[config.mk]
export PLATFORM = sky130hd
export DESIGN_NAME = cvxif_reg_loader_flat
export DESIGN_NICKNAME = d
export VERILOG_FILES = /design/src/rtl/cvxif_reg_loader_if.sv /design/src/rtl/cvxif_reg_loader.sv /design/src/flat_wrapper.sv
export SDC_FILE = /design/constraint.sdc
export NUM_CORES = 1
export LEC_CHECK = 0
export CORE_MARGIN = 4
export CORE_UTILIZATION = 53
export DETAILED_ROUTE_END_ITERATION = 6
export PLACE_DENSITY = 0.91
export SLEW_MARGIN = 5
export SYNTH_ARGS = -nofsm -noshare
export SYNTH_HDL_FRONTEND = slang
export SYNTH_SLANG_ARGS = --single-unit
[constraint.sdc]
create_clock -name clk_i -period 2.1 [get_ports clk_i]
set_input_delay 0.42 -clock clk_i [delete_from_list [all_inputs] [get_ports clk_i]]
set_output_delay 0.42 -clock clk_i [all_outputs]
set_load 0.005 [all_outputs]
[src/rtl/cvxif_reg_loader_if.sv]
// Request/response and bank-write bundle between a command source and cvxif_reg_loader.
// Signal names keep the loader's _i/_o port suffixes as seen from the loader side.
interface cvxif_reg_loader_if #(
    parameter int REG_WIDTH = 9,
    parameter int SLOTS     = 7,
    parameter int CNT_W     = 8
);
    localparam int CW = $clog2(SLOTS + 1);

    logic                 req_valid_i;
    logic                 req_ready_o;
    logic [1:0]           req_op_i;
    logic [63:0]          req_data_i;
    logic [CW-1:0]        req_count_i;
    logic                 we_o;
    logic [REG_WIDTH-1:0] wb_data_o;
    logic                 dump_o;
    logic [CNT_W-1:0]     fill_count_o;
    logic                 full_o;
    logic                 overflow_o;
    logic                 resp_valid_o;
    logic                 resp_ready_i;
    logic [CW-1:0]        resp_written_o;
    logic                 resp_error_o;

    modport master (
        output req_valid_i, req_op_i, req_data_i, req_count_i, resp_ready_i,
        input  req_ready_o, we_o, wb_data_o, dump_o, fill_count_o, full_o,
               overflow_o, resp_valid_o, resp_written_o, resp_error_o
    );

    modport slave (
        input  req_valid_i, req_op_i, req_data_i, req_count_i, resp_ready_i,
        output req_ready_o, we_o, wb_data_o, dump_o, fill_count_o, full_o,
               overflow_o, resp_valid_o, resp_written_o, resp_error_o
    );
endinterface

[src/rtl/cvxif_reg_loader.sv]
// Unpacks LOAD operands into one bank write per cycle, forwards DUMP as a clear
// pulse, tracks bank fill level and returns one response per command.
module cvxif_reg_loader #(
    parameter int NB_OF_REGS = 150,
    parameter int REG_WIDTH  = 9,
    parameter int SLOTS      = 7,
    parameter int CNT_W      = $clog2(NB_OF_REGS + 1)
) (
    input  logic               clk_i,
    input  logic               rst_ni,
    cvxif_reg_loader_if.slave  bus
);
    localparam int CW = $clog2(SLOTS + 1);

    localparam logic [1:0] IDLE = 2'd0;
    localparam logic [1:0] EMIT = 2'd1;
    localparam logic [1:0] DUMP = 2'd2;
    localparam logic [1:0] RESP = 2'd3;

    localparam logic [1:0] OP_LOAD = 2'b01;
    localparam logic [1:0] OP_DUMP = 2'b10;

    logic [1:0]           state_q,   state_d;
    logic [63:0]          data_q,    data_d;
    logic [CW-1:0]        rem_q,     rem_d;
    logic [CW-1:0]        written_q, written_d;
    logic                 error_q,   error_d;
    logic [CNT_W-1:0]     fill_q,    fill_d;
    logic                 ovf_q,     ovf_d;
    logic                 we_q,      we_d;
    logic [REG_WIDTH-1:0] wb_q,      wb_d;
    logic                 dump_q,    dump_d;

    logic                 emit_go;
    logic [REG_WIDTH-1:0] emit_val;

    // The operand is kept right-shifted so the next slot is always in the low bits;
    // slot 0 is emitted straight from the request so its strobe lands the cycle after accept.
    always_comb begin
        state_d   = state_q;
        data_d    = data_q;
        rem_d     = rem_q;
        written_d = written_q;
        error_d   = error_q;
        fill_d    = fill_q;
        ovf_d     = ovf_q;
        we_d      = 1'b0;
        wb_d      = '0;
        dump_d    = 1'b0;
        emit_go   = 1'b0;
        emit_val  = '0;

        case (state_q)
            IDLE: begin
                if (bus.req_valid_i) begin
                    written_d = '0;
                    error_d   = 1'b0;
                    rem_d     = '0;
                    data_d    = bus.req_data_i;
                    if (bus.req_op_i == OP_LOAD) begin
                        if (bus.req_count_i != '0) begin
                            emit_go  = 1'b1;
                            emit_val = bus.req_data_i[REG_WIDTH-1:0];
                            data_d   = bus.req_data_i >> REG_WIDTH;
                            rem_d    = bus.req_count_i - 1'b1;
                            state_d  = EMIT;
                        end else begin
                            state_d  = RESP;
                        end
                    end else if (bus.req_op_i == OP_DUMP) begin
                        dump_d  = 1'b1;
                        fill_d  = '0;
                        ovf_d   = 1'b0;
                        state_d = DUMP;
                    end else begin
                        error_d = 1'b1;
                        state_d = RESP;
                    end
                end
            end
            EMIT: begin
                if (rem_q != '0) begin
                    emit_go  = 1'b1;
                    emit_val = data_q[REG_WIDTH-1:0];
                    data_d   = data_q >> REG_WIDTH;
                    rem_d    = rem_q - 1'b1;
                end else begin
                    state_d  = RESP;
                end
            end
            DUMP: state_d = RESP;
            default: begin
                if (bus.resp_ready_i) state_d = IDLE;
            end
        endcase

        // A full bank swallows the value: no strobe, sticky overflow, command error.
        if (emit_go) begin
            if (fill_q != CNT_W'(NB_OF_REGS)) begin
                we_d      = 1'b1;
                wb_d      = emit_val;
                fill_d    = fill_q + 1'b1;
                written_d = written_d + 1'b1;
            end else begin
                ovf_d   = 1'b1;
                error_d = 1'b1;
            end
        end
    end

    always_ff @(posedge clk_i or negedge rst_ni) begin
        if (!rst_ni) begin
            state_q   <= IDLE;
            data_q    <= '0;
            rem_q     <= '0;
            written_q <= '0;
            error_q   <= 1'b0;
            fill_q    <= '0;
            ovf_q     <= 1'b0;
            we_q      <= 1'b0;
            wb_q      <= '0;
            dump_q    <= 1'b0;
        end else begin
            state_q   <= state_d;
            data_q    <= data_d;
            rem_q     <= rem_d;
            written_q <= written_d;
            error_q   <= error_d;
            fill_q    <= fill_d;
            ovf_q     <= ovf_d;
            we_q      <= we_d;
            wb_q      <= wb_d;
            dump_q    <= dump_d;
        end
    end

    assign bus.req_ready_o    = (state_q == IDLE);
    assign bus.resp_valid_o   = (state_q == RESP);
    assign bus.resp_written_o = (state_q == RESP) ? written_q : '0;
    assign bus.resp_error_o   = (state_q == RESP) ? error_q : 1'b0;
    assign bus.we_o           = we_q;
    assign bus.wb_data_o      = wb_q;
    assign bus.dump_o         = dump_q;
    assign bus.fill_count_o   = fill_q;
    assign bus.full_o         = (fill_q == CNT_W'(NB_OF_REGS));
    assign bus.overflow_o     = ovf_q;
endmodule

[src/flat_wrapper.sv]
// flat-port wrapper written by rule: the top's interface ports become plain ports
module cvxif_reg_loader_flat 
#(
    parameter int NB_OF_REGS = 150,
    parameter int REG_WIDTH  = 9,
    parameter int SLOTS      = 7,
    parameter int CNT_W      = $clog2(NB_OF_REGS + 1)
)
  (clk_i, rst_ni, bus_req_valid_i, bus_req_op_i, bus_req_data_i, bus_req_count_i, bus_resp_ready_i, bus_req_ready_o, bus_we_o, bus_wb_data_o, bus_dump_o, bus_fill_count_o, bus_full_o, bus_overflow_o, bus_resp_valid_o, bus_resp_written_o, bus_resp_error_o);
  cvxif_reg_loader_if #(.REG_WIDTH(REG_WIDTH), .SLOTS(SLOTS), .CNT_W(CNT_W)) bus_i ();
  input  logic clk_i;
  input  logic rst_ni;
  input wire logic [$bits(bus_i.req_valid_i)-1:0] bus_req_valid_i;
  input wire logic [$bits(bus_i.req_op_i)-1:0] bus_req_op_i;
  input wire logic [$bits(bus_i.req_data_i)-1:0] bus_req_data_i;
  input wire logic [$bits(bus_i.req_count_i)-1:0] bus_req_count_i;
  input wire logic [$bits(bus_i.resp_ready_i)-1:0] bus_resp_ready_i;
  output wire logic [$bits(bus_i.req_ready_o)-1:0] bus_req_ready_o;
  output wire logic [$bits(bus_i.we_o)-1:0] bus_we_o;
  output wire logic [$bits(bus_i.wb_data_o)-1:0] bus_wb_data_o;
  output wire logic [$bits(bus_i.dump_o)-1:0] bus_dump_o;
  output wire logic [$bits(bus_i.fill_count_o)-1:0] bus_fill_count_o;
  output wire logic [$bits(bus_i.full_o)-1:0] bus_full_o;
  output wire logic [$bits(bus_i.overflow_o)-1:0] bus_overflow_o;
  output wire logic [$bits(bus_i.resp_valid_o)-1:0] bus_resp_valid_o;
  output wire logic [$bits(bus_i.resp_written_o)-1:0] bus_resp_written_o;
  output wire logic [$bits(bus_i.resp_error_o)-1:0] bus_resp_error_o;
  assign bus_i.req_valid_i = bus_req_valid_i;
  assign bus_i.req_op_i = bus_req_op_i;
  assign bus_i.req_data_i = bus_req_data_i;
  assign bus_i.req_count_i = bus_req_count_i;
  assign bus_i.resp_ready_i = bus_resp_ready_i;
  assign bus_req_ready_o = bus_i.req_ready_o;
  assign bus_we_o = bus_i.we_o;
  assign bus_wb_data_o = bus_i.wb_data_o;
  assign bus_dump_o = bus_i.dump_o;
  assign bus_fill_count_o = bus_i.fill_count_o;
  assign bus_full_o = bus_i.full_o;
  assign bus_overflow_o = bus_i.overflow_o;
  assign bus_resp_valid_o = bus_i.resp_valid_o;
  assign bus_resp_written_o = bus_i.resp_written_o;
  assign bus_resp_error_o = bus_i.resp_error_o;
  cvxif_reg_loader #(.NB_OF_REGS(NB_OF_REGS), .REG_WIDTH(REG_WIDTH), .SLOTS(SLOTS), .CNT_W(CNT_W)) u_core (.clk_i(clk_i), .rst_ni(rst_ni), .bus(bus_i));
endmodule
== Word level (Yosys, flattened, before mapping) ==
Index checks and enable logic that the tools add are counted.

* Register bits: 93
* Input port bits: 73
* Output and inout port bits: 27
* Word-level logic and storage cells: 90

* Add/sub/neg operators: 4
* Equal/unequal tests: 10
* Multiplexer cells: 59
* Reduce and logical (&&, ||, !) cells: 7

{| class="wikitable"
|+ Operators by type and width
! cell !! count
|-
| 64-bit two-way mux || 4
|-
| 64-bit case mux with 2 select lines || 1
|-
| 9-bit two-way mux || 6
|-
| 8-bit two-way mux || 6
|-
| 3-bit two-way mux || 9
|-
| 1-bit two-way mux || 24
|-
| 9-bit case mux with 2 select lines || 1
|-
| 2-bit two-way mux || 5
|-
| 8-bit by 1-bit adder with 8-bit output, second input constant || 1
|-
| 8-bit equality test, second input constant || 1
|-
| 8-bit != test, second input constant || 1
|-
| 2-bit equality test, second input constant || 3
|-
| 2-bit case mux with 3 select lines || 1
|-
| 3-bit case mux with 2 select lines || 1
|-
| 3-bit AND reduction || 2
|-
| 3-bit nonzero test || 2
|-
| 3-bit by 1-bit subtractor with 3-bit output, second input constant || 2
|-
| 2-bit by 1-bit equality test with 1-bit output, second input constant || 2
|-
| 2-bit != test, second input constant || 2
|-
| 4-bit nonzero test || 1
|-
| 3-bit by 1-bit adder with 3-bit output, second input constant || 1
|-
| 2-bit zero test || 1
|-
| 2-bit by 1-bit != test with 1-bit output, second input constant || 1
|-
| 1-bit case mux with 2 select lines || 1
|-
| 2-bit nonzero test || 1
|}

== Longest topological paths before layout ==
* Depth in word-level cells: 7
* Mapped depth: 8
* Mapped depth without buffers: 7

== Least setup slack after synthesis ==
OpenSTA, ideal clock, no wires.

* Kind: reg2reg
* From: reg u_core.state_q[0]
* To: reg u_core.state_q[0]
* Setup time: 0.125 ns
* Data arrival time: 1.762 ns
* Required time: 1.975 ns
* Slack: 0.214 ns
* Cell stages (with the launch flop): 8
* Path buffers: 2
* Period minus slack after synthesis: 1.886 ns
* Path through: dfrtp_1 -> inv_1 -> ha_1 -> buf_2 -> and2b_1 -> buf_2 -> nor3_1 -> mux2_2

* Word-level cells in the longest chain between the ends: 3
* Elaborated cells on any way between the ends: 8
* Those cells by class: eq/ne (4); mux (1); reduce/logical (3)

{| class="wikitable"
|+ RTL lines
! item !! RTL line !! source
|-
| from (decl) || cvxif_reg_loader.sv:23 || <nowiki>logic [1:0] state_q, state_d;</nowiki>
|-
| from (signal assigned) || cvxif_reg_loader.sv:124 || <nowiki>state_q <= state_d;</nowiki>
|-
| 2-bit zero test * || -- ||
|-
| via bus_req_ready_o || flat_wrapper.sv:18 || <nowiki>output wire logic [$bits(bus_i.req_ready_o)-1:0] bus_req_ready_o;</nowiki>
|-
| 4-bit nonzero test (no line) / 2-bit != test (equally long branches) || -- ||
|-
| 3-bit AND reduction (no line) || -- ||
|}

Mark *: on every way through the listed nets, which the timed path passes. The rest lies on a longest branch.
A chain may end at the register's enable or synchronous reset.

== Worst setup path after layout ==
* From: reg u_core.state_q[1]
* To: out bus_req_ready_o

* Word-level cells in the longest chain between the ends: 1

{| class="wikitable"
|+ RTL lines
! item !! RTL line !! source
|-
| 2-bit zero test || cvxif_reg_loader.sv:137 || <nowiki>assign bus.req_ready_o = (state_q == IDLE);</nowiki>
|-
| to (decl) || flat_wrapper.sv:18 ||
|}

Every way passes these cells.

==> metrics.cfg <==
[timing]
fin_ws_ns=0.0294
tightest_slew_ns=0.493
finalCritPeriodShare=0.986
rsz0062_at_grt=yes
period_minus_slack_ns=2.07
hold_ws_ns=0.0174
finalHoldViolations=0
slew_viol_final=0
relSlewSlack=0.672
finalSetupTns_ns=0
timing.fmax_ghz=0.483
skew_ns=0.0125
setup_viol=0

[yosys]
ys_seq_area_frac=0.445
avgSynthCellArea_um2=10.8
synth_cells=485
yosysWarningCount=0
synth-simple-area-share=0.0675
ys_types=48
synthAdderAreaFrac=0.0263
synth_compound_area_frac=0.167
synth_mux_area_frac=0.245
synth_nets=569
syn_area_mm2=0.00523
ys_seq_elements=93
synth-xor-area-share=0.00670
synth_top_family_by_area=multiplexers

[setup_path]
worst_ep_required_time_ns=1.68
critPathCaptureType=output port
critPathSlowestCell=clkdlybuf4s50_1
crit_type=reg -> out
cp-start-kind=register
critPathMaxStageDelay_ns=0.52
cp_top_family=buffers and inverters
crit_fanout=9
worstPathArrival_ns=1.65
crit_chain=inv_1 -> ha_4 -> clkdlybuf4s50_1
path_buf_inv=2

[clock_tree]
clk_pin_slew_ns=0.09
insertion_delay_ns=0.36
cts_sinks=93
cts-htree-levels=3
cts-root-buf=clkbuf_8
cts_buffers=9
cts_buffer_depth=2
cts_tree=done

[power]
peakVddDrop_v=0.000611
totalPowerFinal_mw=8.46
pwr_density_cell_mw_per_mm2=1240
p_leak_nw=3.10

[cells_and_area]
post_layout_nonfiller_instances=731
fillers=617
n_antenna_cell=0
area_growth_syn_to_layout_pct=30.7
final_nets=681
layout-drive-gt1-share=0.189
layout_common_cells=o21ai_0 (100), clkdlybuf4s50_1 (97), dfrtp_1 (91)
mostFrequentLayoutCell=o21ai_0

[placed_design]
portBuffers=99
dp.cells=707
hpwlAfterDp_mm=9.56
place.gp.congestion=0.864
place_ws_ns=-0.329

[global_routing]
grt_pass1_wl_mm=22.1
grtUsageTotal=0.239
grt_pass1_vias=4310
gr-total-overflow=0
grt_start_max_net_pins=59
antenna_found_initial=0

[detailed_routing]
num_vias=4389
drc=0
wl_mm=13.6
drt-initial-drc-count=282
drtPass1Iterations=6
wl_per_cell_um=18.6
top_layer_used=met4
wl_met2_mm=6.92
wl_met1_mm=5.80
ant_nets=0
met3_wirelength_um=679
viasPerCell=6.00

[floorplan]
initial_core_util=0.555
dieArea_mm2=0.0115
die_h_um=107
core_mm2=0.00942
std_cell_rows=35
die_width_um=107
io_pins=100

[run_status]
status=finished clean

[hold_path]
worstHoldPathType=in -> async

[job]
maxCapViolations=0

==> metrics by stage <==
step | instance area [um2] | utilization
3_3_place_gp | 6530 | 0.693
2_1_floorplan | 5230 | -
5_1_grt | 6830 | 0.726
3_5_place_dp | 6530 | 0.693
6_report | 6830 | 0.726
4_1_cts | 6790 | 0.721
==> state kept, by name (all words and copies together) (netlist names) <==
name / cells
u_core.bus.dump_o: 1
u_core.bus.fill_count_o: 8
u_core.bus.overflow_o: 1
u_core.bus.wb_data_o: 9
u_core.bus.we_o: 1
u_core.data_q: 64
u_core.error_q: 1
u_core.rem_q: 3
u_core.state_q: 2
u_core.written_q: 3
==> synth_stat cells (all sizes together) <==
library cell	number	area (um2)
and2b	1	7.51
nor2	13	51.3
nand2	7	33.8
o211ai	2	15.0
clkbuf	17	65.1
and3	4	25.0
ha	11	138
a22oi	11	87.6
and2	9	56.3
a22o	10	96.4
o31ai	2	20.0
or3	2	12.5
mux2i	59	603
nor2b	1	6.26
nor4bb	1	10.0
nor3	5	25.0
nand3	7	35.0
nor3b	1	7.51
nor4	3	33.8
o21ai	117	586
nand2b	3	18.8
inv	11	41.3
a21oi	4	20.0
o2111ai	1	8.76
o31a	1	8.76
a221o	3	30.0
mux2	60	676
or2	1	6.26
dfrtp	93	2330
xnor2	2	17.5
nand4b	2	23.8
xor2	2	17.5
buf	18	115
clkinv	1	3.75
==> report_power, final <==
| group | switching [mW] | internal (mW) | leakage [nW] | total, mW |
|---|---|---|---|---|
| Clock | 0.645 | 0.560 | 0.0931 | 1.20 |
| Combinational | 2.30 | 2.01 | 1.82 | 4.30 |
| Sequential | 0.422 | 2.53 | 1.19 | 2.96 |
| Total | 3.36 | 5.10 | 3.10 | 8.46 |
==> path summary, 6_finish.rpt <==
kind / start / end / slack (ns) / cells after the start
setup / recovery: u_core.state_q[1]$_DFFE_PN0P_ / bus_req_ready_o / 0.03 / 3
hold / removal: rst_ni / u_core.written_q[0]$_DFF_PN0_ / 0.02 / 1
setup reg to reg: u_core.state_q[1]$_DFFE_PN0P_ / u_core.data_q[45]$_DFFE_PN0P_ / 0.05 / 7
hold reg to reg: u_core.data_q[56]$_DFFE_PN0P_ / u_core.data_q[56]$_DFFE_PN0P_ / 0.52 / 1
max in group asynchronous: rst_ni / u_core.data_q[60]$_DFFE_PN0P_ / 1.46 / 2
min in group clk_i: u_core.data_q[56]$_DFFE_PN0P_ / u_core.data_q[56]$_DFFE_PN0P_ / 0.52 / 1
==> kinds of logic (layout without fill, tap and decap cells) <==
logic type               Yosys count  count (layout)
AO/OA/AOI/OAI                    151             151
XOR/XNOR                           4               4
adder cells (fa/ha/maj)           11              11
buffers and inverters             47             164
flip-flops                        93              93
multiplexers                     119             119
AND/OR/NAND/NOR                   60              60
==> final cells by class <==
cell class	instances	area, um2	area share
sequential	93	2330	0.341
clock inverter	6	71.3	0.0104
multi-input combinational	345	2730	0.399
clock buffer	10	128	0.0187
tap	129	161	0.0236
inverter	12	46.3	0.00678
timing repair buffer	136	1370	0.200
==> timing repair <==
action,4_1_cts,5_1_grt
pin swaps,2,2
hold buffers,0,0
setup endpoints to repair,5,44
gates resized for setup,9,3
setup buffers,4,4
==> metal layers <==
layer  global-route usage  vias up
li1                     -     1999
met1                0.318     2207
met2                0.411      159
met3               0.0300       24
met4               0.0676        0
met5                    0        -
Power figures use the tool's default switching activity.
